<file path="config.mk">
export PLATFORM = sky130hd
export DESIGN_NAME = instr_loader
export DESIGN_NICKNAME = d
export VERILOG_FILES = /design/src/rtl/loader_pkg.sv /design/src/rtl/instr_loader.sv
export SDC_FILE = /design/constraint.sdc
export NUM_CORES = 1
export LEC_CHECK = 0
export BUFFER_PORTS_ARGS = -buffer_cell sky130_fd_sc_hd__buf_2
export CORE_MARGIN = 10
export CORE_UTILIZATION = 45
export CTS_CLUSTER_SIZE = 25
export DETAILED_ROUTE_END_ITERATION = 8
export GPL_TIMING_DRIVEN = 0
export PLACE_DENSITY_LB_ADDON = 0.15
export SYNTH_ARGS = -nofsm -noshare
export SYNTH_HDL_FRONTEND = slang
export SYNTH_SLANG_ARGS = --single-unit
</file>
<file path="constraint.sdc">
create_clock -name CLK -period 2.6 [get_ports CLK]
set_clock_uncertainty 0.05 [all_clocks]
set_input_delay 0.52 -clock CLK [delete_from_list [all_inputs] [get_ports CLK]]
set_output_delay 0.52 -clock CLK [all_outputs]
set_load 0.01 [all_outputs]
</file>
<file path="src/rtl/loader_pkg.sv">
// Shared types and constants for the serial instruction loader.
package loader_pkg;

    localparam int WORD_W = 16;
    localparam int BYTE_W = 8;

    typedef enum logic [3:0] {
        IDLE    = 4'd0,
        LEN_HI  = 4'd1,
        LEN_LO  = 4'd2,
        DATA_HI = 4'd3,
        DATA_LO = 4'd4,
        WRITE   = 4'd5,
        CHK     = 4'd6,
        DONE    = 4'd7,
        ERR     = 4'd8
    } state_t;

endpackage

</file>
<file path="src/rtl/instr_loader.sv">
// Loads a length-prefixed big-endian word stream into instruction memory, holding the CPU in reset.
// Optional trailing XOR checksum byte is enabled by defining LOADER_CHECKSUM_EN.
module instr_loader
    import loader_pkg::*;
#(
    parameter int          ADDR_W    = 12,
    parameter int unsigned BASE_ADDR = 0
) (
    input  logic              CLK,
    input  logic              RST,
    input  logic              start,
    input  logic              byte_valid,
    input  logic [BYTE_W-1:0] byte_data,
    output logic              byte_ready,
    output logic              mem_we,
    output logic [ADDR_W-1:0] mem_addr,
    output logic [WORD_W-1:0] mem_wdata,
    output logic              cpu_rst,
    output logic              done,
    output logic              err
);

    localparam logic [ADDR_W-1:0]  BASE      = ADDR_W'(BASE_ADDR);
    localparam longint unsigned    MAX_WORDS = 64'd1 << ADDR_W;

    state_t              state_q, state_d;
    logic [ADDR_W-1:0]   addr_q, addr_d;
    logic [WORD_W-1:0]   wdata_q, wdata_d;
    logic [WORD_W-1:0]   count_q, count_d;
`ifdef LOADER_CHECKSUM_EN
    logic [BYTE_W-1:0]   csum_q, csum_d;
`endif

    logic                accept;
    logic [WORD_W-1:0]   len_word;
    logic                len_bad;

    // The high length byte is parked in count_q[15:8] until the low byte arrives.
    assign accept   = byte_valid && byte_ready;
    assign len_word = {count_q[WORD_W-1:BYTE_W], byte_data};
    assign len_bad  = (len_word == '0) || (64'(len_word) > MAX_WORDS);

    always_comb begin
        state_d = state_q;
        addr_d  = addr_q;
        wdata_d = wdata_q;
        count_d = count_q;
`ifdef LOADER_CHECKSUM_EN
        csum_d  = csum_q;
        if (accept) begin
            csum_d = csum_q ^ byte_data;
        end
`endif
        case (state_q)
            IDLE, DONE, ERR: begin
                if (start) begin
                    state_d = LEN_HI;
                    addr_d  = BASE;
                    count_d = '0;
`ifdef LOADER_CHECKSUM_EN
                    csum_d  = '0;
`endif
                end
            end
            LEN_HI: begin
                if (accept) begin
                    count_d = {byte_data, 8'h00};
                    state_d = LEN_LO;
                end
            end
            LEN_LO: begin
                if (accept) begin
                    count_d = len_word;
                    state_d = len_bad ? ERR : DATA_HI;
                end
            end
            DATA_HI: begin
                if (accept) begin
                    wdata_d[WORD_W-1:BYTE_W] = byte_data;
                    state_d                  = DATA_LO;
                end
            end
            DATA_LO: begin
                if (accept) begin
                    wdata_d[BYTE_W-1:0] = byte_data;
                    state_d             = WRITE;
                end
            end
            WRITE: begin
                addr_d  = addr_q + ADDR_W'(1);
                count_d = count_q - WORD_W'(1);
                if (count_q != WORD_W'(1)) begin
                    state_d = DATA_HI;
                end else begin
`ifdef LOADER_CHECKSUM_EN
                    state_d = CHK;
`else
                    state_d = DONE;
`endif
                end
            end
`ifdef LOADER_CHECKSUM_EN
            CHK: begin
                if (accept) begin
                    state_d = (byte_data == csum_q) ? DONE : ERR;
                end
            end
`endif
            default: state_d = IDLE;
        endcase
    end

    always_ff @(posedge CLK) begin
        if (RST) begin
            state_q <= IDLE;
            addr_q  <= BASE;
            wdata_q <= '0;
            count_q <= '0;
`ifdef LOADER_CHECKSUM_EN
            csum_q  <= '0;
`endif
        end else begin
            state_q <= state_d;
            addr_q  <= addr_d;
            wdata_q <= wdata_d;
            count_q <= count_d;
`ifdef LOADER_CHECKSUM_EN
            csum_q  <= csum_d;
`endif
        end
    end

    always_comb begin
        case (state_q)
`ifdef LOADER_CHECKSUM_EN
            LEN_HI, LEN_LO, DATA_HI, DATA_LO, CHK: byte_ready = 1'b1;
`else
            LEN_HI, LEN_LO, DATA_HI, DATA_LO:      byte_ready = 1'b1;
`endif
            default:                               byte_ready = 1'b0;
        endcase
    end

    // RST gates the strobe so an aborted WRITE never reaches memory.
    assign mem_we    = (state_q == WRITE) && !RST;
    assign mem_addr  = addr_q;
    assign mem_wdata = wdata_q;
    assign cpu_rst   = (state_q != DONE);
    assign done      = (state_q == DONE);
    assign err       = (state_q == ERR);

endmodule
</file>
==> key figures <==
Drt
  • 1st-iter DRT viols: 162
  • # DRC: 0
  • DR vias/cell: 5.881
  • Post-DRT Antenna Nets: 0
  • Detailed Routing Iterations Pass 1: 6
  • Final Routed Wirelength: 7.577 mm
  • DR WL/cell: 17.30 microns
  • Vias post-DR: 2576

Setup path
  • CP Cell Sequence: buf_2 -> nand4bb_2 -> buf_2 -> or2_2 -> inv_1 -> buf_2
  • WP data arrival: 1.92 ns
  • Critical Path Max Stage Delay: 0.37 ns
  • Nature of the critical path endpoint: output pin
  • Setup CP Type: register to output pin
  • Critical Path RT: 2.03 ns
  • CP delay by family, top: simple AND/OR/NAND/NOR gates
  • CP bufs+invs: 4
  • CP max-delay cell: or2_2
  • Startpoint Class: register
  • Max Fanout on Critical Path: 10
  • Critical Path Most Common Cell: buf_2

Layout
  • Syn-to-layout area delta: 16.59%
  • Layout cell share with drive strength beyond 1: 19.67%
  • Final #Nets: 380
  • # diodes: 0
  • Filler Cells Inserted: 551
  • Fin area: 0.003043 sq mm

Clock tree
  • Worst-Skew Late Latency: 0.31 ns
  • CTS sink cnt: 48
  • Htree depth: 2
  • CTS buffer count: 5
  • TritonCTS clock tree: yes
  • Clk pin slew, worst setup/hold paths: 0.10 ns
  • Setup Fix Bufs, Post-CTS: 0
  • Clock Tree Buf Depth: 2
  • CTS Root Cell: clkbuf_8

Floorplanning
  • Chip width: 96.16 microns
  • FP Rows: 27
  • Ports: 45
  • Core outline area: 0.005574 sq mm
  • Die height: 96.16 microns
  • Initial Utilization: 46.82%
  • Full die area: 0.009246 sq mm

Placement
  • Detail Placement HPWL: 5.495 mm
  • DP Area: 0.002915 sq mm
  • Buffers on Ports: 43
  • GPL Wtd Cong: 0.8613

Logic synthesis
  • Synthesized area: 0.002610 sq mm
  • Syn Nets: 330
  • Primary FF master, synth: dfxtp_1
  • Synth async-reset ratio: 0%
  • Post-synth EDFFs: 0
  • Synth warn: 0
  • Yosys cell types: 51
  • Syn avg cell area: 8.286 sq um
  • Number of synthesized register bits: 48
  • Cells after Synth: 315
  • Sequential area share after synthesis: 36.82%

Global route
  • Vias in the first global route: 2511
  • Initial antenna violation count: 0
  • First-pass GRT wire length: 12.70 mm
  • GRT Resource Usage Total: 17.13%
  • GRT Residual Overflow: 0
  • Largest net degree at the start of global routing: 16

STA
  • Final hold vios: 0
  • # setup viols final: 0
  • Max Slew Vio Count: 0
  • Crit path time final: 2.493 ns
  • RSZ-0062 raised after global routing: false
  • Worst-margin pin slew: 1.170 ns
  • Setup TNS: 0 ns
  • Worst rel slew slack: 20.93%
  • Final period util: 95.88%
  • Peak Freq: 0.4011 GHz

Power and ir drop
  • Leak: 1.276 nW
  • VDD IR-drop max: 0.3345 mV
  • PD cells: 555.0 mW/mm^2

Status
  • Outcome: finished clean

Flow run
  • Number of max-cap violations: 0

Min path
  • Worst hold path class: register to register
routing by layer:
layer	share of wire (%)	global-route usage [%]
met4	1.3	4.791
met5	0	0
met2	45	26.51
met1	48	22.91
met3	6.1	4.436
Yosys cell counts (5+ instances only):
library cell	number	area, sq um
nand3b_1	6	45.04
mux2i_1	19	190.2
dfxtp_1	48	960.9
nor2b_1	5	31.28
a31oi_1	5	31.28
a21oi_1	20	100.1
nor4_1	6	37.54
o21ai_0	18	90.09
xor2_1	5	43.79
clkbuf_1	12	45.04
nor3_1	12	60.06
nor2_1	43	161.4
inv_1	5	18.77
nand3_1	10	50.05
nand2_1	14	52.55
buf_2	8	40.04
a211oi_1	6	45.04
a22oi_1	7	52.55
logic make-up (layout without fill, tap and decap cells):
family / Yosys count / after routing / synth area share, %
AOI/OAI and AO/OA: 74 / 74 / 17.64
xor gates and xnor gates: 8 / 8 / 2.685
adders and majority gates: 3 / 3 / 1.438
buffers and inverters: 26 / 77 / 4.123
DFF: 48 / 48 / 36.82
muxes: 22 / 22 / 8.725
and+or+nand+nor: 134 / 134 / 28.57
flip-flops by register name, summed over array words and instances, names as in the netlist:
register	count
count_q	16
mem_wdata	16
mem_addr	12
state_q	4
repair_timing:
action                                  CTS  global route
gates cloned                              0             0
resized for setup                         1             2
hold buffers                              0             0
endpoints found under the setup margin    1             1
through the flow:
| stage | setup slack (ns) | hold slack [ns] | instances | util, % | total power, mW |
|---|---|---|---|---|---|
| floorplan | 0.6780 | 0.4331 | 315 | - | 1.018 |
| global placement | 0.3205 | 0.4197 | 430 | 52.30 | 1.103 |
| detailed placement | 0.3337 | 0.4287 | 430 | 52.30 | 1.104 |
| CTS | 0.04909 | 0.4524 | 438 | 54.50 | 1.687 |
| global route | 0.01533 | 0.4926 | 438 | 54.59 | 1.757 |
| finish | 0.1070 | 0.4468 | 438 | 54.59 | 1.689 |
worst paths after layout:
check,startpoint,end,slack [ns],cells after the start
max,state_q[1],mem_we,0.11,6
min,mem_wdata[0],mem_wdata[0],0.45,2
max reg2reg,state_q[0],count_q[10],0.31,6
min reg2reg,mem_wdata[0],mem_wdata[0],0.45,2
layout by cell type (no fill, tap or decap), types with 4 or more instances in the layout:
cell type | synthesis | routed
a211oi_1 | 6 | 6
a21oi_1 | 20 | 20
a22oi_1 | 7 | 7
a31oi_1 | 5 | 5
and2_1 | 4 | 4
buf_2 | 8 | 52
clkbuf_1 | 12 | 11
clkbuf_8 | 0 | 6
dfxtp_1 | 48 | 48
inv_1 | 5 | 5
mux2i_1 | 19 | 19
nand2_1 | 14 | 14
nand2b_1 | 4 | 4
nand3_1 | 10 | 10
nand3b_1 | 6 | 6
nand4_1 | 4 | 4
nand4b_1 | 4 | 4
nor2_1 | 43 | 43
nor2b_1 | 5 | 5
nor3_1 | 12 | 12
nor4_1 | 6 | 6
o21ai_0 | 18 | 18
o22ai_1 | 4 | 4
xor2_1 | 5 | 5
area by class of cell:
type / count / area (sq um) / area share, %
well taps: 72 / 90.09 / 2.961
repair buffers: 43 / 215.2 / 7.072
clock inverters: 2 / 38.79 / 1.275
flip-flops and latches: 48 / 960.9 / 31.58
clock buffers: 6 / 82.58 / 2.714
plain buffers: 21 / 90.09 / 2.961
inverters: 5 / 18.77 / 0.6168
multi-input cells: 241 / 1546 / 50.82
worst min-delay path, delay by kind of cell, from the launching register on:
kind / cells / cell delay, ns
DFF: 1 / 0.33
and+or+nand+nor: 1 / 0.07
muxes: 1 / 0.06
power breakdown:
part	internal, mW	total [mW]	switching (mW)
clock network	0.315	0.593	0.278
logic	0.126	0.330	0.203
registers	0.750	0.766	0.0158
Power figures use the tool's default switching activity.
